**config.mk**
```make
export PLATFORM = sky130hd
export DESIGN_NAME = de0_vga
export DESIGN_NICKNAME = d
export VERILOG_FILES = /design/src/rtl/de0_vga_pkg.sv /design/src/rtl/de0_vga_axis.sv /design/src/rtl/de0_vga.sv
export SDC_FILE = /design/constraint.sdc
export NUM_CORES = 1
export LEC_CHECK = 0
export CAP_MARGIN = 15
export CORE_ASPECT_RATIO = 0.5
export CORE_MARGIN = 4
export CORE_UTILIZATION = 30
export DETAILED_ROUTE_END_ITERATION = 8
export PLACE_DENSITY = 0.52
export SYNTH_ARGS = -nofsm -noshare
export SYNTH_HDL_FRONTEND = slang
export SYNTH_SLANG_ARGS = --single-unit
```
**constraint.sdc**
```tcl
create_clock -name clk_50 -period 1.9 [get_ports clk_50]
set_clock_uncertainty 0.15 [all_clocks]
set_input_delay 0.38 -clock clk_50 [delete_from_list [all_inputs] [get_ports clk_50]]
set_output_delay 0.38 -clock clk_50 [all_outputs]
set_load 0.05 [all_outputs]
```
**src/rtl/de0_vga_pkg.sv**
```systemverilog
// Shared timing defaults and types for the de0_vga raster generator.
package de0_vga_pkg;

   // Counter width: large enough for the default 1688-clock line.
   localparam int CW = 11;

   // Default 1280x1024@60 Hz timing (108 MHz pixel clock).
   localparam int H_ACTIVE_DEF = 1280;
   localparam int H_FRONT_DEF  = 48;
   localparam int H_SYNC_DEF   = 112;
   localparam int H_BACK_DEF   = 248;
   localparam int V_ACTIVE_DEF = 1024;
   localparam int V_FRONT_DEF  = 1;
   localparam int V_SYNC_DEF   = 3;
   localparam int V_BACK_DEF   = 38;

   localparam int H_TOTAL = H_ACTIVE_DEF + H_FRONT_DEF + H_SYNC_DEF + H_BACK_DEF;
   localparam int V_TOTAL = V_ACTIVE_DEF + V_FRONT_DEF + V_SYNC_DEF + V_BACK_DEF;

   // 4-4-4 colour as driven to the DAC pins.
   typedef struct packed {
      logic [3:0] r;
      logic [3:0] g;
      logic [3:0] b;
   } rgb444_t;

   // Pass the colour through inside the active area, black elsewhere.
   function automatic rgb444_t rgb_mask(input logic [11:0] color, input logic active);
      rgb_mask = active ? rgb444_t'(color) : '0;
   endfunction

endpackage

```
**src/rtl/de0_vga_axis.sv**
```systemverilog
// One raster axis: free-running counter over active/front/sync/back with
// zero-latency decode of visible and (active-high) sync from the count.
module de0_vga_axis
   import de0_vga_pkg::*;
#(
   parameter int ACTIVE = 1280,
   parameter int FRONT  = 48,
   parameter int SYNC   = 112,
   parameter int BACK   = 248
) (
   input  logic          clk_i,
   input  logic          rst_ni,
   input  logic          en_i,
   output logic [CW-1:0] count_o,
   output logic          visible_o,
   output logic          sync_o,
   output logic          wrap_o
);

   localparam int TOTAL = ACTIVE + FRONT + SYNC + BACK;
   localparam logic [CW-1:0] LAST  = CW'(TOTAL - 1);
   localparam logic [CW-1:0] A_END = CW'(ACTIVE);
   localparam logic [CW-1:0] S_BEG = CW'(ACTIVE + FRONT);
   localparam logic [CW-1:0] S_END = CW'(ACTIVE + FRONT + SYNC);

   logic [CW-1:0] cnt_q, cnt_d;
   logic          at_last;

   // Next count: advance when enabled, wrap to 0 after the last position.
   always_comb begin
      at_last = (cnt_q == LAST);
      cnt_d   = cnt_q;
      if (en_i) begin
         cnt_d = at_last ? '0 : cnt_q + CW'(1);
      end
   end

   // Count register.
   always_ff @(posedge clk_i or negedge rst_ni) begin
      if (!rst_ni) begin
         cnt_q <= '0;
      end else begin
         cnt_q <= cnt_d;
      end
   end

   assign count_o   = cnt_q;
   assign visible_o = (cnt_q < A_END);
   assign sync_o    = (cnt_q >= S_BEG) && (cnt_q < S_END);
   assign wrap_o    = en_i && at_last;

endmodule

```
**src/rtl/de0_vga.sv**
```systemverilog
// VGA raster generator and pixel output stage: H/V axes, coordinate and
// visibility decode, PIPE-deep sync delay, masked colour register and a
// frame counter.
module de0_vga
   import de0_vga_pkg::*;
#(
   parameter int   H_ACTIVE = H_ACTIVE_DEF,
   parameter int   H_FRONT  = H_FRONT_DEF,
   parameter int   H_SYNC   = H_SYNC_DEF,
   parameter int   H_BACK   = H_BACK_DEF,
   parameter int   V_ACTIVE = V_ACTIVE_DEF,
   parameter int   V_FRONT  = V_FRONT_DEF,
   parameter int   V_SYNC   = V_SYNC_DEF,
   parameter int   V_BACK   = V_BACK_DEF,
   parameter logic SYNC_POL = 1'b1,
   parameter int   PIPE     = 2          // must be >= 1
) (
   input  logic          clk_50,
   input  logic          rst_n,
   input  logic [11:0]   pixel_color,
   output logic [3:0]    VGA_BUS_R,
   output logic [3:0]    VGA_BUS_G,
   output logic [3:0]    VGA_BUS_B,
   output logic          VGA_HS,
   output logic          VGA_VS,
   output logic [CW-1:0] X_pix,
   output logic [CW-1:0] Y_pix,
   output logic          H_visible,
   output logic          V_visible,
   output logic          pixel_clk,
   output logic [9:0]    pixel_cnt
);

   // Colour is registered once at the end, so the visibility flag needs
   // PIPE-1 stages ahead of that register to land with the sync pins.
   localparam int VDLY = PIPE - 1;

   logic [CW-1:0] hc, vc;
   logic          h_vis, v_vis, h_sync, v_sync, h_wrap, v_wrap;
   logic          vis_now, vis_tap;
   logic [1:0]    sync_sr_q [PIPE];   // {hs, vs}, active-high internally
   rgb444_t       rgb_q, rgb_d;
   logic [9:0]    frame_q, frame_d;

   de0_vga_axis #(
      .ACTIVE(H_ACTIVE), .FRONT(H_FRONT), .SYNC(H_SYNC), .BACK(H_BACK)
   ) u_h_axis (
      .clk_i(clk_50), .rst_ni(rst_n), .en_i(1'b1),
      .count_o(hc), .visible_o(h_vis), .sync_o(h_sync), .wrap_o(h_wrap)
   );

   de0_vga_axis #(
      .ACTIVE(V_ACTIVE), .FRONT(V_FRONT), .SYNC(V_SYNC), .BACK(V_BACK)
   ) u_v_axis (
      .clk_i(clk_50), .rst_ni(rst_n), .en_i(h_wrap),
      .count_o(vc), .visible_o(v_vis), .sync_o(v_sync), .wrap_o(v_wrap)
   );

   assign vis_now = h_vis & v_vis;

   generate
      if (VDLY == 0) begin : g_vis_nodly
         assign vis_tap = vis_now;
      end else begin : g_vis_dly
         logic [VDLY-1:0] vis_sr_q;
         // Visibility delay line feeding the colour mask.
         always_ff @(posedge clk_50 or negedge rst_n) begin
            if (!rst_n) begin
               vis_sr_q <= '0;
            end else begin
               vis_sr_q[0] <= vis_now;
               for (int i = 1; i < VDLY; i++) begin
                  vis_sr_q[i] <= vis_sr_q[i-1];
               end
            end
         end
         assign vis_tap = vis_sr_q[VDLY-1];
      end
   endgenerate

   // Sync delay line; reset fills it inactive so no partial pulse follows.
   always_ff @(posedge clk_50 or negedge rst_n) begin
      if (!rst_n) begin
         for (int i = 0; i < PIPE; i++) begin
            sync_sr_q[i] <= 2'b00;
         end
      end else begin
         sync_sr_q[0] <= {h_sync, v_sync};
         for (int i = 1; i < PIPE; i++) begin
            sync_sr_q[i] <= sync_sr_q[i-1];
         end
      end
   end

   // Next colour and frame count.
   always_comb begin
      rgb_d   = rgb_mask(pixel_color, vis_tap);
      frame_d = v_wrap ? frame_q + 10'd1 : frame_q;
   end

   // Colour output register and frame counter.
   always_ff @(posedge clk_50 or negedge rst_n) begin
      if (!rst_n) begin
         rgb_q   <= '0;
         frame_q <= '0;
      end else begin
         rgb_q   <= rgb_d;
         frame_q <= frame_d;
      end
   end

   assign VGA_BUS_R = rgb_q.r;
   assign VGA_BUS_G = rgb_q.g;
   assign VGA_BUS_B = rgb_q.b;
   assign VGA_HS    = sync_sr_q[PIPE-1][1] ? SYNC_POL : ~SYNC_POL;
   assign VGA_VS    = sync_sr_q[PIPE-1][0] ? SYNC_POL : ~SYNC_POL;
   assign X_pix     = h_vis ? hc : '0;
   assign Y_pix     = v_vis ? vc : '0;
   assign H_visible = h_vis;
   assign V_visible = v_vis;
   assign pixel_clk = clk_50;
   assign pixel_cnt = frame_q;

endmodule

```
==> run_results.csv, run 1 <==
group,metric,value,unit
outcome,status,"complete, but fails checks",
outcome,violations,"setup timing",
setup_path,crit_type,"reg2out",
setup_path,cp.required,1370,ps
synthesis,syn_inst,210,
synthesis,synth.most_common_cell,"dfrtp_1",
route,m1WireLength,2.90,mm
synthesis,synth_xor_area_frac,0.0833,
place,gp_congestion,0.865,
die,ios,63,
route,wl_met3,275,um
route,drc,0,
sta,finalHoldViolCount,0,
setup_path,critPathLaunch,"u_h_axis.count_o[8]",
global_route,grt_max_degree,50,
sta,fmax,502,MHz
clock_network,clk_latency,410,ps
synthesis,ys.warnings.count,0,
global_route,grtUsageTotal,0.135,
die,dieWidth,132,um
die,core_area,7400,um2
synthesis,synth-seq-cells,49,
synthesis,syn-num-nets,228,
global_route,grt_pass1_vias,1967,
route,firstDrtPassIters,4,
synthesis,synth-simple-area-share,0.286,
setup_path,ff2ff_path_depth,6,
global_route,overflow,0,
synthesis,synth_flop_cell,"dfrtp_1",
die,start_util,0.312,
synthesis,synthesis.area,2310,um2
synthesis,synth_top_cell_area_share,0.530,
setup_path,end_kind,"output pin",
setup_path,start_kind,"register",
route,dr.max_layer_used,"met4",
synthesis,yosys.area_share.adder,0.0216,
synthesis,ys_seq_area_frac,0.530,
route,vias,1972,
route,vias_per_cell,4.81,
sta,whs,199,ps
power,vdd_ir_drop_max,0.000326,V
min_path,min_to,"sync_sr_q[1]",
setup_path,slowest_stage,"dfrtp_1",
synthesis,synth_compound_area_frac,0.0427,
die,rows,22,
synthesis,synth.area.top_cells,"dfrtp_1 53%, xor2_1 6.4%, and2_1 6.2%",
setup_path,r2r_slack,-40,ps
clock_network,cts_tree,"built",
power,power.density,688,nW/um2
setup_path,cp_max_fo,5,
route,drt_iter0_markers,163,
synthesis,synthArstFlopShare,1.00,
synthesis,syn_avg_cell_area,11.0,um2
route,wl_per_cell,15.7,um
final_layout,final_util,0.543,
die,dieArea,9260,um2
route,ant_nets,0,
synthesis,synthMuxAreaShare,0.00487,
die,dieHeight,70.1,um
synthesis,ys_top_cells_by_count,"49 x dfrtp_1, 23 x and2_1, 17 x xor2_1",
final_layout,instances_no_fill,410,
final_layout,nNetsFinal,331,
final_layout,antenna_cells,0,
route,routed_wl,6.43,mm
job,drv_cap,0,
sta,min_period,1990,ps
synthesis,synth_edf_count,0,
min_path,worstHoldPathType,"reg2reg",
place,hpwl,4.15,mm
setup_path,slowest_delay,390,ps
sta,setup_viol,15,
final_layout,drive_gt1_frac,0.449,
route,wl_met2,3.11,mm
setup_path,critical_path_arrival,1460,ps
global_route,antenna_found_initial,0,
sta,worst_slack,-93.3,ps
place,dp_cells,387,
setup_path,crit_chain,"buf_6, o21ai_4, and2_4, buf_12",
min_path,holdPathStages,0,
place,port-buffer-count,61,
synthesis,synthDistinctLibCells,38,
setup_path,r2r_end,"pixel_cnt[6]",
final_layout,syn2layout_area_growth,73.9,%
sta,rsz0062_at_grt,"yes",
sta,finalCritPeriodShare,1.05,
power,p_leak,1.90,nW
min_path,holdCritStartpoint,"sync_sr_q[3]",
synthesis,synth_top_family_by_area,"simple AND/OR/NAND/NOR gates",
setup_path,worstReg2RegStart,"u_h_axis.count_o[8]",
clock_network,clk_pin_slew_worst_paths,70,ps
synthesis,yosys.area.top_type,"dfrtp_1",
global_route,grt_first_pass_wirelength,9.92,mm
sta,finalMaxSlewViolations,0,
-- routing by layer --
| layer | vias to the layer above | GRT usage |
|---|---|---|
| li1 | 932 | - |
| met1 | 979 | 0.172 |
| met2 | 46 | 0.208 |
| met3 | 15 | 0.0446 |
| met4 | 0 | 0.0640 |
| met5 | - | 0 |
-- what timing repair did --
| item | 4_1_cts | 5_1_grt |
|---|---|---|
| gates resized for setup | 31 | 39 |
| pin swaps | 8 | 11 |
| setup endpoints to repair | 19 | 33 |
| gates cloned | 1 | 1 |
| hold endpoints to repair | 49 | 0 |
| hold buffers | 1 | 0 |
| buffers inserted | 4 | 5 |
-- cells by family (layout without fill, tap and decap cells) --
| kind of cell | count (synthesis) | count (layout) |
|---|---|---|
| adder cells (fa/ha/maj) | 4 | 4 |
| buffers and inverters | 13 | 115 |
| AND/OR/NAND/NOR | 103 | 104 |
| other | 1 | 1 |
| XOR/XNOR | 22 | 22 |
| multiplexers | 1 | 1 |
| AO/OA/AOI/OAI | 17 | 18 |
| flip-flops | 49 | 49 |
-- cell type report --
cell class | instances | area (um2)
inverter | 5 | 18.8
sequential | 49 | 1230
multi-input combinational | 150 | 1250
tap | 96 | 120
clock buffer | 10 | 239
fill | 623 | 3380
clock inverter | 2 | 37.5
timing repair buffer | 98 | 1120
-- per-stage QoR --
step                      TNS (ps)  instance area [um2]  setup slack, ps  total power [mW]
after floorplan              -1.64                 2340            -1.64              1.25
after global placement        -252                 3420             -252              1.34
after detailed placement      -252                 3420             -252              1.34
after CTS                     -893                 3800             -106              2.79
after global routing         -2090                 4020             -157              2.85
final                         -821                 4020            -93.3              2.77
-- sequential cells by signal, summed over array words and instances (netlist names) --
| register | flops |
|---|---|
| u_h_axis.count_o | 11 |
| g_vis_dly.vis_sr_q | 1 |
| VGA_BUS_B | 4 |
| VGA_BUS_R | 4 |
| sync_sr_q | 4 |
| pixel_cnt | 10 |
| u_v_axis.count_o | 11 |
| VGA_BUS_G | 4 |
-- how the worst max path moves through the flow --
| stage | endpoint | cells after the start | slack (ps) |
|---|---|---|---|
| finish | X_pix[1] | 4 | -90 |
| global route | X_pix[1] | 4 | -160 |
| CTS | X_pix[1] | 4 | -110 |
| detailed placement | pixel_clk | 1 | -250 |
| global placement | pixel_clk | 1 | -250 |
| floorplan | X_pix[0] | 2 | -2 |
-- critical path, delay by kind of cell, from the launching register on --
family                 cells  cell delay (ps)
flip-flops                 1              390
buffers and inverters      2              270
AO/OA/AOI/OAI              1              200
AND/OR/NAND/NOR            1              200
-- power breakdown --
group / leakage, nW / switching, mW / internal, mW
sequential: 0.636 / 0.00384 / 1.06
combinational: 1.13 / 0.0842 / 0.0507
clock: 0.132 / 0.550 / 1.02
-- cell usage in the layout (no fill, tap or decap), types with 5 or more instances in the layout --
| master | count |
|---|---|
| dfrtp_1 | 48 |
| clkbuf_16 | 9 |
| xor2_1 | 17 |
| buf_6 | 8 |
| nand3_1 | 9 |
| and2_4 | 8 |
| nand4_1 | 7 |
| xnor2_1 | 5 |
| inv_1 | 5 |
| clkdlybuf4s50_1 | 12 |
| buf_4 | 49 |
| buf_12 | 25 |
| and2_1 | 15 |
| nand2_1 | 11 |
| and3_1 | 5 |
| nor2_1 | 9 |
(Power assumes the default switching activity.)
==> run 2: changes to the inputs <==
--- a/config.mk
+++ b/config.mk
@@ -5,7 +5,7 @@
 export SDC_FILE = /design/constraint.sdc
 export NUM_CORES = 1
 export LEC_CHECK = 0
-export CAP_MARGIN = 15
+export CAP_MARGIN = 20
 export CORE_ASPECT_RATIO = 0.5
 export CORE_MARGIN = 4
 export CORE_UTILIZATION = 30
==> results of run 2 <==
Same layout as run 1: the final DEF is identical, and so are final timing and power.
==> run 3: changes to the inputs <==
--- a/config.mk
+++ b/config.mk
@@ -9,6 +9,7 @@
 export CORE_ASPECT_RATIO = 0.5
 export CORE_MARGIN = 4
 export CORE_UTILIZATION = 30
+export CTS_CLUSTER_DIAMETER = 200
 export DETAILED_ROUTE_END_ITERATION = 8
 export PLACE_DENSITY = 0.52
 export SYNTH_ARGS = -nofsm -noshare
==> results of run 3 <==
Same layout as run 1: the final DEF is identical, and so are final timing and power.
